<file path="config.mk">
export PLATFORM = sky130hd
export DESIGN_NAME = uart_tx_serializer
export DESIGN_NICKNAME = d
export VERILOG_FILES = /design/src/rtl/uart_tx_serializer.sv
export SDC_FILE = /design/constraint.sdc
export NUM_CORES = 1
export LEC_CHECK = 0
export BUFFER_PORTS_ARGS = -buffer_cell sky130_fd_sc_hd__buf_2
export CORE_MARGIN = 4
export CORE_UTILIZATION = 57
export DETAILED_ROUTE_END_ITERATION = 16
export PLACE_DENSITY = 0.77
export SKIP_CTS_REPAIR_TIMING = 1
export SYNTH_ARGS = -nofsm -noshare
export SYNTH_HDL_FRONTEND = slang
export SYNTH_SLANG_ARGS = --single-unit
</file>
<file path="constraint.sdc">
create_clock -name clk -period 2.36 [get_ports clk]
set_input_delay 0.354 -clock clk [delete_from_list [all_inputs] [get_ports clk]]
set_output_delay 0.354 -clock clk [all_outputs]
set_load 0.02 [all_outputs]
</file>
<file path="src/rtl/uart_tx_serializer.sv">
// UART transmit serializer: start bit, 8 data bits LSB first, optional parity, stop bit.
// Registered tx/busy/done with a busy/done handshake toward the upstream sequencer.
module uart_tx_serializer #(
    parameter int unsigned FREQ   = 27000000,
    parameter int unsigned BAUD   = 115200,
    parameter int unsigned CLKS   = FREQ / BAUD,
    parameter int unsigned PARITY = 0
) (
    input  logic       clk,
    input  logic       rst,
    input  logic       start,
    input  logic [7:0] data,
    output logic       tx,
    output logic       busy,
    output logic       done
);

    localparam int unsigned CW      = (CLKS > 1) ? $clog2(CLKS) : 1;
    localparam logic [CW-1:0] LAST  = CW'(CLKS - 1);
    localparam logic       HAS_PAR  = (PARITY != 0);
    localparam logic       ODD_PAR  = (PARITY == 2);

    typedef enum logic [2:0] {
        S_IDLE,
        S_START,
        S_DATA,
        S_PARITY,
        S_STOP
    } state_e;

    state_e          state_q, state_d;
    logic [CW-1:0]   baud_q, baud_d;
    logic [2:0]      bit_q, bit_d;
    logic [7:0]      shift_q, shift_d;
    logic            par_q, par_d;
    logic            tx_q, tx_d;
    logic            busy_q, busy_d;
    logic            done_q, done_d;
    logic            wrap;

    assign wrap = (baud_q == LAST);
    assign tx   = tx_q;
    assign busy = busy_q;
    assign done = done_q;

    // Next-state logic; tx_d is the line level for the state being entered.
    always_comb begin
        state_d = state_q;
        baud_d  = baud_q;
        bit_d   = bit_q;
        shift_d = shift_q;
        par_d   = par_q;
        tx_d    = 1'b1;
        busy_d  = 1'b1;
        done_d  = 1'b0;

        if (state_q != S_IDLE) begin
            baud_d = wrap ? '0 : CW'(baud_q + 1'b1);
        end

        case (state_q)
            S_IDLE: begin
                busy_d = 1'b0;
                if (start) begin
                    shift_d = data;
                    par_d   = (^data) ^ ODD_PAR;
                    baud_d  = '0;
                    state_d = S_START;
                    tx_d    = 1'b0;
                    busy_d  = 1'b1;
                end
            end
            S_START: begin
                tx_d = 1'b0;
                if (wrap) begin
                    state_d = S_DATA;
                    tx_d    = shift_q[0];
                end
            end
            S_DATA: begin
                tx_d = shift_q[0];
                if (wrap) begin
                    shift_d = shift_q >> 1;
                    bit_d   = 3'(bit_q + 3'd1);
                    if (bit_q == 3'd7) begin
                        state_d = HAS_PAR ? S_PARITY : S_STOP;
                        tx_d    = HAS_PAR ? par_q : 1'b1;
                    end else begin
                        tx_d = shift_q[1];
                    end
                end
            end
            S_PARITY: begin
                tx_d = par_q;
                if (wrap) begin
                    state_d = S_STOP;
                    tx_d    = 1'b1;
                end
            end
            S_STOP: begin
                tx_d = 1'b1;
                if (wrap) begin
                    state_d = S_IDLE;
                    busy_d  = 1'b0;
                    done_d  = 1'b1;
                end
            end
            default: begin
                state_d = S_IDLE;
                busy_d  = 1'b0;
            end
        endcase
    end

    always_ff @(posedge clk or negedge rst) begin
        if (!rst) begin
            state_q <= S_IDLE;
            baud_q  <= '0;
            bit_q   <= '0;
            shift_q <= '0;
            par_q   <= 1'b0;
            tx_q    <= 1'b1;
            busy_q  <= 1'b0;
            done_q  <= 1'b0;
        end else begin
            state_q <= state_d;
            baud_q  <= baud_d;
            bit_q   <= bit_d;
            shift_q <= shift_d;
            par_q   <= par_d;
            tx_q    <= tx_d;
            busy_q  <= busy_d;
            done_q  <= done_d;
        end
    end

endmodule

</file>
Yosys cells after proc, flatten, opt, wreduce, memory -nomap -nowiden
Cells that the tools add are included.

Divide/modulo/power cells: 0. Multiplexer cells: 25. Shift-type cells: 0. $add $sub $neg: 2. Equal/unequal tests: 12. Bitwise operators: 0. Magnitude comparators: 0. Reductions and logical operators: 9. Multipliers: 0.

Operator list (count): $mux W8 (6); $mux W3 (6); $pmux W8 S2 (1); $pmux W3 S5 (1); $ne A2 B2 Y1 const B (6); $mux W1 (9); $add A8 B1 Y8 const B (1); $eq A8 B8 Y1 const B (1); $reduce_xor A8 Y1 (1); $eq A3 B2 Y1 const B (2); $eq A3 B3 Y1 const B (2); $reduce_and A6 Y1 (1); $pmux W1 S4 (1); $reduce_and A2 Y1 (2); $add A3 B1 Y3 const B (1); $eq A3 B1 Y1 const B (1); $logic_not A3 Y1 (1); $pmux W1 S3 (1); $reduce_and A3 Y1 (1); $reduce_bool A3 Y1 (1); $reduce_or A3 Y1 (1); $reduce_bool A2 Y1 (1).

Bits in read-only memories: 0. RAM bits: 0. Output and inout bits: 3. Memories kept: 0. Bits in latches: 0. Word-level logic and storage cells: 56. Register bits: 26. Input bits: 11.

Logic depth before layout (Yosys ltp)
Gate-level depths: netlist of the first run.

Depth after elaboration: 5. Gate-level depth with buffers: 7. Mapped depth without buffers: 6.

Least setup slack after synthesis of the first run
Ideal clock, no wire load.

Kind: register to register. From: reg baud_q[1]. To: reg shift_q[1]. Arrival time: 1.533 ns. Period minus slack after synthesis: 1.658 ns. Cell stages (with the launch flop): 8. Setup time: 0.125 ns. Buffers on the path: 1. Required time: 2.235 ns. Setup slack: 0.702 ns. Cell sequence: dfrtp_1 inv_1 ha_1 and2b_2 nand4_1 a211o_1 buf_6 mux2_4.

Word-level cells in the longest chain between the ends: 3.

Ends and longest elaborated chain: start, declared (RTL line 32) `logic [CW-1:0] baud_q, baud_d;`; start signal, assigned (RTL line 127) `baud_q <= baud_d;`; $eq A8 B8 Y1 (RTL line 41) `assign wrap = (baud_q == LAST);`; $ne A2 B2 Y1 (no source line); $reduce_and A3 Y1 (no source line); end signal, assigned (RTL line 129) `shift_q <= shift_d;`; end, declared (RTL line 34) `logic [7:0] shift_q, shift_d;`.

Every way passes these cells. A chain may end at the register's enable or synchronous reset.

Worst setup path after layout of the first run
From: reg state_q[1]. To: reg shift_q[1].

Word-level cells in the longest chain between the ends: 3. Elaborated cells between the ends (all ways): 7. Those cells by class: 3 x eq/ne; 1 x mux; 3 x reduce/logical.

Ends and longest elaborated chain: start, declared (RTL line 31) `state_e state_q, state_d;`; start signal, assigned (RTL line 126) `state_q <= state_d;`; $eq A3 B2 Y1 or $logic_not A3 Y1 (tied branches) (RTL line 61) `case (state_q)`; $ne A2 B2 Y1 (no source line) or $reduce_bool A2 Y1 (tied branches); $reduce_and A3 Y1 (no source line).

Several ways; a longest one is shown, not always the timed one.

==> results of run 1 <==
## per-stage QoR
stage | hold WS, ns | worst slack, ns | std cells | area [sq um]
after detailed placement | 0.3803 | 0.5003 | 170 | 1519
final | -0.005244 | 0.4678 | 174 | 1555
after floorplan | 0.05841 | 0.7015 | 131 | 1449
after global routing | 0.04078 | 0.3414 | 174 | 1555
after global placement | 0.3778 | 0.5580 | 170 | 1519
after CTS | 0.01186 | 0.4800 | 174 | 1555
## worst paths after layout
kind                             from         end  slack, ns  cells after the start
min reg2reg                  bit_q[0]    bit_q[0]       0.48                      1
max reg2reg                state_q[1]  shift_q[1]       0.47                      4
max                        state_q[1]  shift_q[1]       0.47                      4
min                               rst        done     -0.005                      1
max in group asynchronous         rst          tx       2.00                      1
min in group clk                start       par_q       0.30                      2
## final cells by class
| type | count | area (sq um) | area share [%] |
|---|---|---|---|
| well taps | 30 | 37.54 | 2.414 |
| repair buffers | 14 | 72.57 | 4.666 |
| inverters | 4 | 15.01 | 0.9654 |
| multi-input cells | 96 | 742.0 | 47.71 |
| clock buffers | 4 | 36.28 | 2.333 |
| flip-flops and latches | 26 | 651.9 | 41.91 |
## state kept, by name, indices dropped and copies added, names as in the netlist
register,count
bit_q,3
busy,1
done,1
shift_q,8
state_q,3
tx,1
par_q,1
baud_q,8
## report_power, final
part | leakage, nW | switching [mW] | internal [mW] | total [mW]
sequential | 0.321 | 0.103 | 0.544 | 0.646
combinational | 0.364 | 0.119 | 0.158 | 0.277
clock | 0.0210 | 0.130 | 0.0945 | 0.225
total | 0.705 | 0.352 | 0.796 | 1.15
## layer usage
layer | part of all wire, % | global-route usage, % | up-vias
met3 | 4.7 | 2.632 | 7
met4 | 2.3 | 10.26 | 0
li1 | - | - | 506
met2 | 49 | 29.03 | 34
met1 | 44 | 22.25 | 507
met5 | 0 | 0 | -
## kinds of logic (layout without fill, tap and decap cells)
kind of cell | after synthesis | count (layout)
muxes | 18 | 18
DFF | 26 | 26
buffers and inverters | 9 | 22
xor gates and xnor gates | 8 | 8
and+or+nand+nor | 41 | 41
adders and majority gates | 4 | 4
AOI/OAI and AO/OA | 25 | 25
## layout by cell type, fill, tap and decap left out, types with 2 or more instances in the layout
cell,count
sky130_fd_sc_hd__xnor2_1,7
sky130_fd_sc_hd__inv_1,4
sky130_fd_sc_hd__nand2_1,8
sky130_fd_sc_hd__nor2_1,4
sky130_fd_sc_hd__nor3_1,2
sky130_fd_sc_hd__buf_2,13
sky130_fd_sc_hd__mux2_4,7
sky130_fd_sc_hd__dfrtp_1,25
sky130_fd_sc_hd__nor2b_1,2
sky130_fd_sc_hd__clkbuf_4,3
sky130_fd_sc_hd__a211o_1,2
sky130_fd_sc_hd__mux2_2,8
sky130_fd_sc_hd__a31oi_1,3
sky130_fd_sc_hd__ha_1,4
sky130_fd_sc_hd__o21ai_0,7
sky130_fd_sc_hd__or3_1,4
sky130_fd_sc_hd__nand3_1,7
sky130_fd_sc_hd__o2111ai_1,2
sky130_fd_sc_hd__o22ai_1,2
sky130_fd_sc_hd__mux2i_1,3
sky130_fd_sc_hd__a21oi_1,3
==> metrics.log, run 1 <==
INFO  metric outcome = complete, but fails checks
INFO  metric violations = negative hold slack
INFO  metric nets = 160
INFO  metric buffering_stage_count_on_the_worst_path_with_inverters_included = 0
INFO  metric critical_path.max_fanout = 11
INFO  metric rsz0062_at_grt = no
INFO  metric synth_top_family_by_area = simple AND/OR/NAND/NOR gates
INFO  metric total_power = 1.148 mW
INFO  metric ant_nets = 0
INFO  metric fmax = 528.5 MHz
INFO  metric finalWeightedCongestion = 0.8503
INFO  metric top_family_by_delay_on_critical_path = multiplexers
INFO  metric numCtsBuffers = 3
INFO  metric fp.coreArea = 2455 sq um
INFO  metric synth.avg_cell_area = 11.06 sq um
INFO  metric placed_wire_length_estimate = 1967 um
INFO  metric yosys_reg_bits = 26
INFO  metric synthSimpleGateAreaFrac = 15.98%
INFO  metric syn_to_final_growth = 7.340%
INFO  metric post-route-min-period = 1.892 ns
INFO  metric crit_path_max_incr_delay = 0.56 ns
INFO  metric cts_max_path_buffers = 2
INFO  metric die-height = 58.42 um
INFO  metric initialDrtViolationCount = 38
INFO  metric start_util = 59.02%
INFO  metric leading_area_contributor_after_synthesis = sky130_fd_sc_hd__dfrtp_1
INFO  metric setup_viol = 0
INFO  metric cts_tree = built
INFO  metric drt-wirelength-per-cell = 15.12 um
INFO  metric synth.mux.area_fraction = 15.54%
INFO  metric track_usage = 17.75%
INFO  metric hp-class = primary input to asynchronous set/reset pin
INFO  metric detailed_routing_iterations_pass_1 = 4
INFO  metric worst_setup_hold_path_clk_slew = 0.13 ns
INFO  metric synthesis.area = 1449 sq um
INFO  metric insertedDiodeCount = 0
INFO  metric yosys_most_used_dff = sky130_fd_sc_hd__dfrtp_1
INFO  metric max_slew_vio_count = 0
INFO  metric max-vdd-ir-drop = 0.5261 mV
INFO  metric synth_xor_area_share = 4.836%
INFO  metric setup.worst_path.class = register to register
INFO  metric worstSkewPairLatency = 0.32 ns
INFO  metric slew_headroom = 61.27%
INFO  metric clock-root-buffer = sky130_fd_sc_hd__clkbuf_4
INFO  metric drt_drc_violations_left = 0
INFO  metric die_x = 58.42 um
INFO  metric timing.critical_path.slowest_stage_cell = sky130_fd_sc_hd__dfrtp_1
INFO  metric finalHoldViolations = 22
INFO  metric final.hold.worst_slack = -0.005244 ns
INFO  metric end_kind = register
INFO  metric worstMarginPinSlew = 0.5765 ns
INFO  metric cellLeakagePower = 0.7054 nW
INFO  metric grt_start_max_net_pins = 27
INFO  metric synthesis.nets = 146
INFO  metric clkSinkCount = 26
INFO  metric netlist-cell-type-count = 44
INFO  metric num_io_pins = 14
INFO  metric routed_wl = 2631 um
INFO  metric path_cells = nand2b_1 -> nor2_2 -> mux2_2 -> mux2_4
INFO  metric grt_first_pass_wirelength = 4685 um
INFO  metric numPortBuffers = 13
INFO  metric grt_pass1_vias = 1095
INFO  metric final.setup_skew = 0.003536 ns
INFO  metric synth-edff-count = 0
INFO  metric die_ar = 3412 sq um
INFO  metric startpoint_class_of_the_critical_path = register
INFO  metric final_min_period_over_clock_period = 80.18%
INFO  metric fill_cells = 204
INFO  metric antenna_violations_before_repair = 0
INFO  metric timing.critical_path.arrival = 2.12 ns
INFO  metric postSynth.asyncResetShare = 100.0%
INFO  metric finish.utilization = 63.35%
INFO  metric cp_data_required_time = 2.58 ns
INFO  metric finalSetupTns = 0 ns
INFO  metric grt_remaining_overflow = 0
INFO  metric synthCells = 131
INFO  metric final_layout_size_suffix_gt1_share = 28.47%
INFO  metric cts_htree_levels = 1
INFO  metric avgViaCountPerCell = 6.057
INFO  metric power_density_cells = 738.2 nW/um^2
INFO  metric detailroute.via_count = 1054
INFO  metric synth_top_cells_by_count = sky130_fd_sc_hd__dfrtp_1 (25), sky130_fd_sc_hd__mux2_2 (8), sky130_fd_sc_hd__nand2_1 (8)
INFO  metric std_cell_rows = 18
INFO  metric synthMostInstantiatedCell = sky130_fd_sc_hd__dfrtp_1
INFO  metric synth_seq_area_share = 44.99%
INFO  metric synthAdderAreaFrac = 3.454%
INFO  metric synth_top_cells_by_area = sky130_fd_sc_hd__dfrtp_1 (43%), sky130_fd_sc_hd__mux2_4 (7.3%), sky130_fd_sc_hd__mux2_2 (6.2%)
INFO  metric synth_compound_gate_area_share = 11.40%
INFO  metric yosys.area.top_type_share = 43.18%
INFO  metric timing.max_cap.violations = 0
INFO  metric yosys_warnings = 0
No activity file was read; power rests on OpenSTA's default activity.
==> run 2: changes to the inputs <==
CORE_UTILIZATION = 52   (was 57)
PLACE_DENSITY = 0.74   (was 0.77)
clock period = 1.65 ns   (was 2.36 ns; I/O delays follow)
==> run 2 against run 1 <==
- the flow finishes with violations (negative setup slack)
- fmax grew 8.9%
- sequential share of layout area shrank 5.4 points
- clock power grew 40%
- core utilization grew 6.2 points
- highest routed layer unchanged
- sequential cell count is the same
- die area grew 8.3%
- clock skew shrank 0.0016 ns
- largest power group unchanged
- global-route usage grew 0.76 points
- count of clock-buffer cells in the layout is the same
- register-to-register slack lost 0.55 ns
==> metrics.log, run 2 (synthesis gave the netlist of run 1 again) <==
INFO  metric met3_usage = 3.617%
INFO  metric grt_first_pass_wirelength = 5140 um
INFO  metric clock-root-buffer = sky130_fd_sc_hd__clkbuf_4
INFO  metric antenna_violations_before_repair = 0
INFO  metric globalRoute.busiestLayer = met2
INFO  metric placed_wire_length_estimate = 2191 um
INFO  metric finalSetupTns = -0.7826 ns
INFO  metric cts_max_path_buffers = 2
INFO  metric p_switching = 565.2 uW
INFO  metric final.hold.worst_slack = 0.2483 ns
INFO  metric swShare = 30.56%
INFO  metric power_density_cells = 1036 nW/um^2
INFO  metric total_power = 1.850 mW
INFO  metric timing.max_cap.violations = 0
INFO  metric grt_start_max_net_pins = 27
INFO  metric routed_wl = 2964 um
INFO  metric final.setup.worst_slack = -0.08687 ns
INFO  metric start_util = 56.43%
INFO  metric drt-wirelength-per-cell = 15.05 um
INFO  metric std_cell_rows = 18
INFO  metric final_min_period_over_clock_period = 105.3%
INFO  metric grt_remaining_overflow = 0
INFO  metric fill_cells = 195
INFO  metric dpl.cell_count = 191
INFO  metric detailroute.via_count = 1144
INFO  metric setup_viol = 12
INFO  metric crit_path_max_incr_delay = 0.44 ns
INFO  metric fp.coreArea = 2567 sq um
INFO  metric cellLeakagePower = 0.8449 nW
INFO  metric detailed_routing_iterations_pass_1 = 5
INFO  metric timing.critical_path.slowest_stage_cell = sky130_fd_sc_hd__a211o_4
INFO  metric num_io_pins = 14
INFO  metric numPortBuffers = 13
INFO  metric most_frequent_standard_cell_in_the_layout_excluding_fill_and_tap_cells = sky130_fd_sc_hd__dfrtp_1
INFO  metric cp_data_required_time = 1.87 ns
INFO  metric finalHoldViolations = 0
INFO  metric power.internal = 1.284 mW
INFO  metric setup.worst_path.class = register to register
INFO  metric final_layout_size_suffix_gt1_share = 41.32%
INFO  metric rsz0062_at_grt = yes
INFO  metric worstMarginPinSlew = 0.5655 ns
INFO  metric nets = 183
INFO  metric power.share.sequential = 47.2%
INFO  metric critical_path.max_fanout = 8
INFO  metric final.setup_skew = 0.001922 ns
INFO  metric pre_cts_ws = -0.1576 ns
INFO  metric avgViaCountPerCell = 5.807
INFO  metric outcome = complete, but fails checks
INFO  metric finalWeightedCongestion = 0.8001
INFO  metric grt_pass1_vias = 1163
INFO  metric top_family_by_delay_on_critical_path = compound AO/OA/AOI/OAI gates
INFO  metric layout.cells.most_common_list = sky130_fd_sc_hd__dfrtp_1 (25), sky130_fd_sc_hd__buf_4 (23), sky130_fd_sc_hd__buf_2 (13)
INFO  metric max-vdd-ir-drop = 0.7596 mV
INFO  metric power_frac_comb = 35.7%
INFO  metric initialDrtViolationCount = 57
INFO  metric die_x = 60.79 um
INFO  metric max_slew_vio_count = 0
INFO  metric clock_power_share = 17.1%
INFO  metric layout_top_registers = baud_q x8, shift_q x8
INFO  metric cts_htree_levels = 1
INFO  metric post-route-min-period = 1.737 ns
INFO  metric die_ar = 3695 sq um
INFO  metric violations = negative setup slack
INFO  metric cts_tree = built
INFO  metric slew_headroom = 62.30%
INFO  metric timing.critical_path.arrival = 1.95 ns
INFO  metric fmax = 575.7 MHz
INFO  metric layoutNonFillerInstCount = 197
INFO  metric drt_drc_violations_left = 0
INFO  metric grt_use_met1 = 23.83%
INFO  metric die-height = 60.79 um
INFO  metric insertedDiodeCount = 0
INFO  metric worstSkewPairLatency = 0.31 ns
INFO  metric worst_setup_hold_path_clk_slew = 0.14 ns
INFO  metric track_usage = 18.51%
INFO  metric clkSinkCount = 26
INFO  metric end_kind = register
INFO  metric syn_to_final_growth = 23.23%
INFO  metric ant_nets = 0
INFO  metric met2_usage = 30.69%
INFO  metric path_cells = inv_2 -> ha_4 -> and2b_2 -> nand4_1 -> a211o_4 -> mux2_4
INFO  metric hp-class = primary input to register
INFO  metric numCtsBuffers = 3
INFO  metric buffering_stage_count_on_the_worst_path_with_inverters_included = 1
INFO  metric startpoint_class_of_the_critical_path = register
==> run 2: changes by cell type in the layout (fill, tap and decap cells not counted), sizes merged <==
cell,change
dlygate4sd3,+1
buf,+22
==> run 2: power by group through the flow <==
| stage | combinational (mW) | sequential [mW] | clock, mW |
|---|---|---|---|
| after floorplan | 0.343 | 0.875 | 0 |
| after global placement | 0.555 | 0.864 | 0 |
| after detailed placement | 0.590 | 0.873 | 0 |
| after CTS | 0.588 | 0.864 | 0.332 |
| after global routing | 0.735 | 0.895 | 0.362 |
| final | 0.660 | 0.873 | 0.316 |
==> run 2: layout make-up <==
type	instances	area [sq um]	area share [%]
multi-input combinational	96	797.0	44.64
sequential	26	651.9	36.51
timing repair buffer	37	247.7	13.88
tap	30	37.54	2.102
clock buffer	4	36.28	2.032
inverter	4	15.01	0.8409
==> run 2: tightest hold or removal path: stages <==
cell	delay, ns
sky130_fd_sc_hd__buf_2	0.10
sky130_fd_sc_hd__mux2i_1	0.07
sky130_fd_sc_hd__mux2i_1	0.11
==> run 2: layer usage <==
metal | vias to the layer above | share of wire, %
met5 | - | 0
met4 | 0 | 2.4
met3 | 8 | 6.1
met2 | 48 | 46
met1 | 538 | 45
li1 | 550 | -
==> run 2: path summary, 6_finish.rpt <==
check / slack, ns / startpoint / depth (start not counted) / endpoint
max in group asynchronous: 0.83 / rst / 2 / baud_q[2]
max: -0.09 / baud_q[1] / 6 / shift_q[4]
max reg2reg: -0.09 / baud_q[1] / 6 / shift_q[4]
min: 0.25 / data[0] / 3 / shift_q[0]
min in group asynchronous: 0.44 / rst / 2 / baud_q[5]
min reg2reg: 0.49 / bit_q[0] / 1 / bit_q[0]
==> run 2: metrics by stage <==
| stage | utilization [%] | area, sq um |
|---|---|---|
| 2_1_floorplan | - | 1449 |
| 3_3_place_gp | 65.30 | 1677 |
| 3_5_place_dp | 65.30 | 1677 |
| 4_1_cts | 66.72 | 1713 |
| 5_1_grt | 69.54 | 1785 |
| 6_report | 69.54 | 1785 |
==> run 3: changes to the inputs <==
BUFFER_PORTS_ARGS = -buffer_cell sky130_fd_sc_hd__clkbuf_2   (was -buffer_cell sky130_fd_sc_hd__buf_2)
==> run 3 against run 2 <==
- the flow still finishes with violations (negative setup slack)
- wire length decreased by 2.1%
- clock power hardly changed
- non-clock buffer count decreased by 1
- global-route usage down 0.91 points
- core utilization down 0.83 points
- combinational power decreased by 10%
- via count down 4.8%
- final cell count fell by 0.51%
- die area is the same
- cell area down 1.2%
- sequential cell count stayed put
- first-iteration DRC count decreased by 44%
- critical endpoint is now shift_q[6]
==> metrics.log, run 3 (synthesis gave the netlist of run 1 again) <==
INFO  metric final.setup.worst_slack = -0.09239 ns
INFO  metric cts_tree = built
INFO  metric final_design_area_no_fill = 1764 sq um
INFO  metric critical_path.max_fanout = 8
INFO  metric finalSetupTns = -0.6034 ns
INFO  metric setup.worst_path.class = register to register
INFO  metric cts_max_path_buffers = 2
INFO  metric end_kind = register
INFO  metric num_io_pins = 14
INFO  metric detailroute.via_count = 1089
INFO  metric numCtsBuffers = 3
INFO  metric grt_remaining_overflow = 0
INFO  metric finalHoldViolations = 0
INFO  metric layout.cells.most_common_list = sky130_fd_sc_hd__dfrtp_1 (25), sky130_fd_sc_hd__buf_4 (22), sky130_fd_sc_hd__clkbuf_2 (13)
INFO  metric insertedDiodeCount = 0
INFO  metric nets = 182
INFO  metric cp_data_required_time = 1.86 ns
INFO  metric die-height = 60.79 um
INFO  metric antenna_violations_before_repair = 0
INFO  metric worstMarginPinSlew = 0.6372 ns
INFO  metric grt_start_max_net_pins = 27
INFO  metric routed_wl = 2903 um
INFO  metric max_slew_vio_count = 0
INFO  metric slew_headroom = 57.52%
INFO  metric std_cell_rows = 18
INFO  metric most_frequent_standard_cell_in_the_layout_excluding_fill_and_tap_cells = sky130_fd_sc_hd__dfrtp_1
INFO  metric track_usage = 17.60%
INFO  metric detailed_routing_iterations_pass_1 = 4
INFO  metric startpoint_class_of_the_critical_path = register
INFO  metric final_layout_size_suffix_gt1_share = 39.16%
INFO  metric worstSkewPairLatency = 0.31 ns
INFO  metric timing.critical_path.arrival = 1.96 ns
INFO  metric fmax = 573.9 MHz
INFO  metric fp.coreArea = 2567 sq um
INFO  metric initialDrtViolationCount = 32
INFO  metric numPortBuffers = 13
INFO  metric rsz0062_at_grt = yes
INFO  metric grt_first_pass_wirelength = 4864 um
INFO  metric max-vdd-ir-drop = 0.6965 mV
INFO  metric worst_setup_hold_path_clk_slew = 0.14 ns
INFO  metric final.hold.worst_slack = 0.2744 ns
INFO  metric layout_top_registers = baud_q x8, shift_q x8
INFO  metric hp-class = primary input to register
INFO  metric drt_drc_violations_left = 0
INFO  metric grt_pass1_vias = 1088
INFO  metric outcome = complete, but fails checks
INFO  metric total_power = 1.778 mW
INFO  metric die_ar = 3695 sq um
INFO  metric timing.max_cap.violations = 0
INFO  metric clock-root-buffer = sky130_fd_sc_hd__clkbuf_4
INFO  metric cellLeakagePower = 0.8381 nW
INFO  metric finalWeightedCongestion = 0.8014
INFO  metric fill_cells = 205
INFO  metric avgViaCountPerCell = 5.556
INFO  metric start_util = 56.43%
INFO  metric violations = negative setup slack
INFO  metric die_x = 60.79 um
INFO  metric final.setup_skew = 0.0009006 ns
INFO  metric syn_to_final_growth = 21.76%
INFO  metric clkSinkCount = 26
INFO  metric power_density_cells = 1008 nW/um^2
INFO  metric place_area = 1677 sq um
INFO  metric drt-wirelength-per-cell = 14.81 um
INFO  metric final_min_period_over_clock_period = 105.6%
INFO  metric placed_wire_length_estimate = 2171 um
INFO  metric ant_nets = 0
INFO  metric setup_viol = 8
INFO  metric cts_htree_levels = 1
INFO  metric post-route-min-period = 1.742 ns
==> run 3: stage by stage <==
stage | worst slack (ns) | std cells | utilization (%)
after floorplan | 0.02011 | 131 | -
after global placement | -0.05619 | 191 | 65.30
after detailed placement | -0.09828 | 191 | 65.30
after CTS | -0.1211 | 195 | 66.72
after global routing | -0.1401 | 196 | 68.71
final | -0.09239 | 196 | 68.71
==> run 3: report_power, final <==
group,internal [mW],leakage [nW],switching (mW)
combinational,0.332,0.496,0.259
sequential,0.778,0.321,0.0897
clock,0.135,0.0210,0.184
==> run 3: critical path, stage by stage, from the launching register on <==
cell and delay [ns]:
sky130_fd_sc_hd__dfrtp_1 0.40, sky130_fd_sc_hd__and4b_2 0.34, sky130_fd_sc_hd__nand4_1 0.15, sky130_fd_sc_hd__a211o_4 0.43, sky130_fd_sc_hd__mux2_4 0.32
==> run 3: metal layers <==
metal	wire [um]	share of wire [%]	track usage [%]	vias up
met5	0	0	0	-
met4	39	1.3	4.644	0
met3	91	3.1	3.404	4
met2	1370	47	28.85	17
met1	1402	48	23.90	520
li1	-	-	-	548
==> run 3: layout make-up <==
class | instances | area [sq um] | share of cell area, %
Clock buffer | 4 | 36.28 | 2.057
Multi-Input combinational cell | 96 | 783.3 | 44.40
Inverter | 4 | 15.01 | 0.8511
Timing Repair Buffer | 36 | 240.2 | 13.62
Tap cell | 30 | 37.54 | 2.128
Sequential cell | 26 | 651.9 | 36.95
==> run 3: worst paths after layout <==
kind	depth (start not counted)	start	slack, ns	endpoint
min	3	data[0]	0.27	shift_q[0]
min in group asynchronous	2	rst	0.47	baud_q[7]
max reg2reg	4	baud_q[2]	-0.09	shift_q[6]
min reg2reg	1	bit_q[0]	0.49	bit_q[0]
max in group asynchronous	2	rst	0.77	state_q[2]
max	4	baud_q[2]	-0.09	shift_q[6]
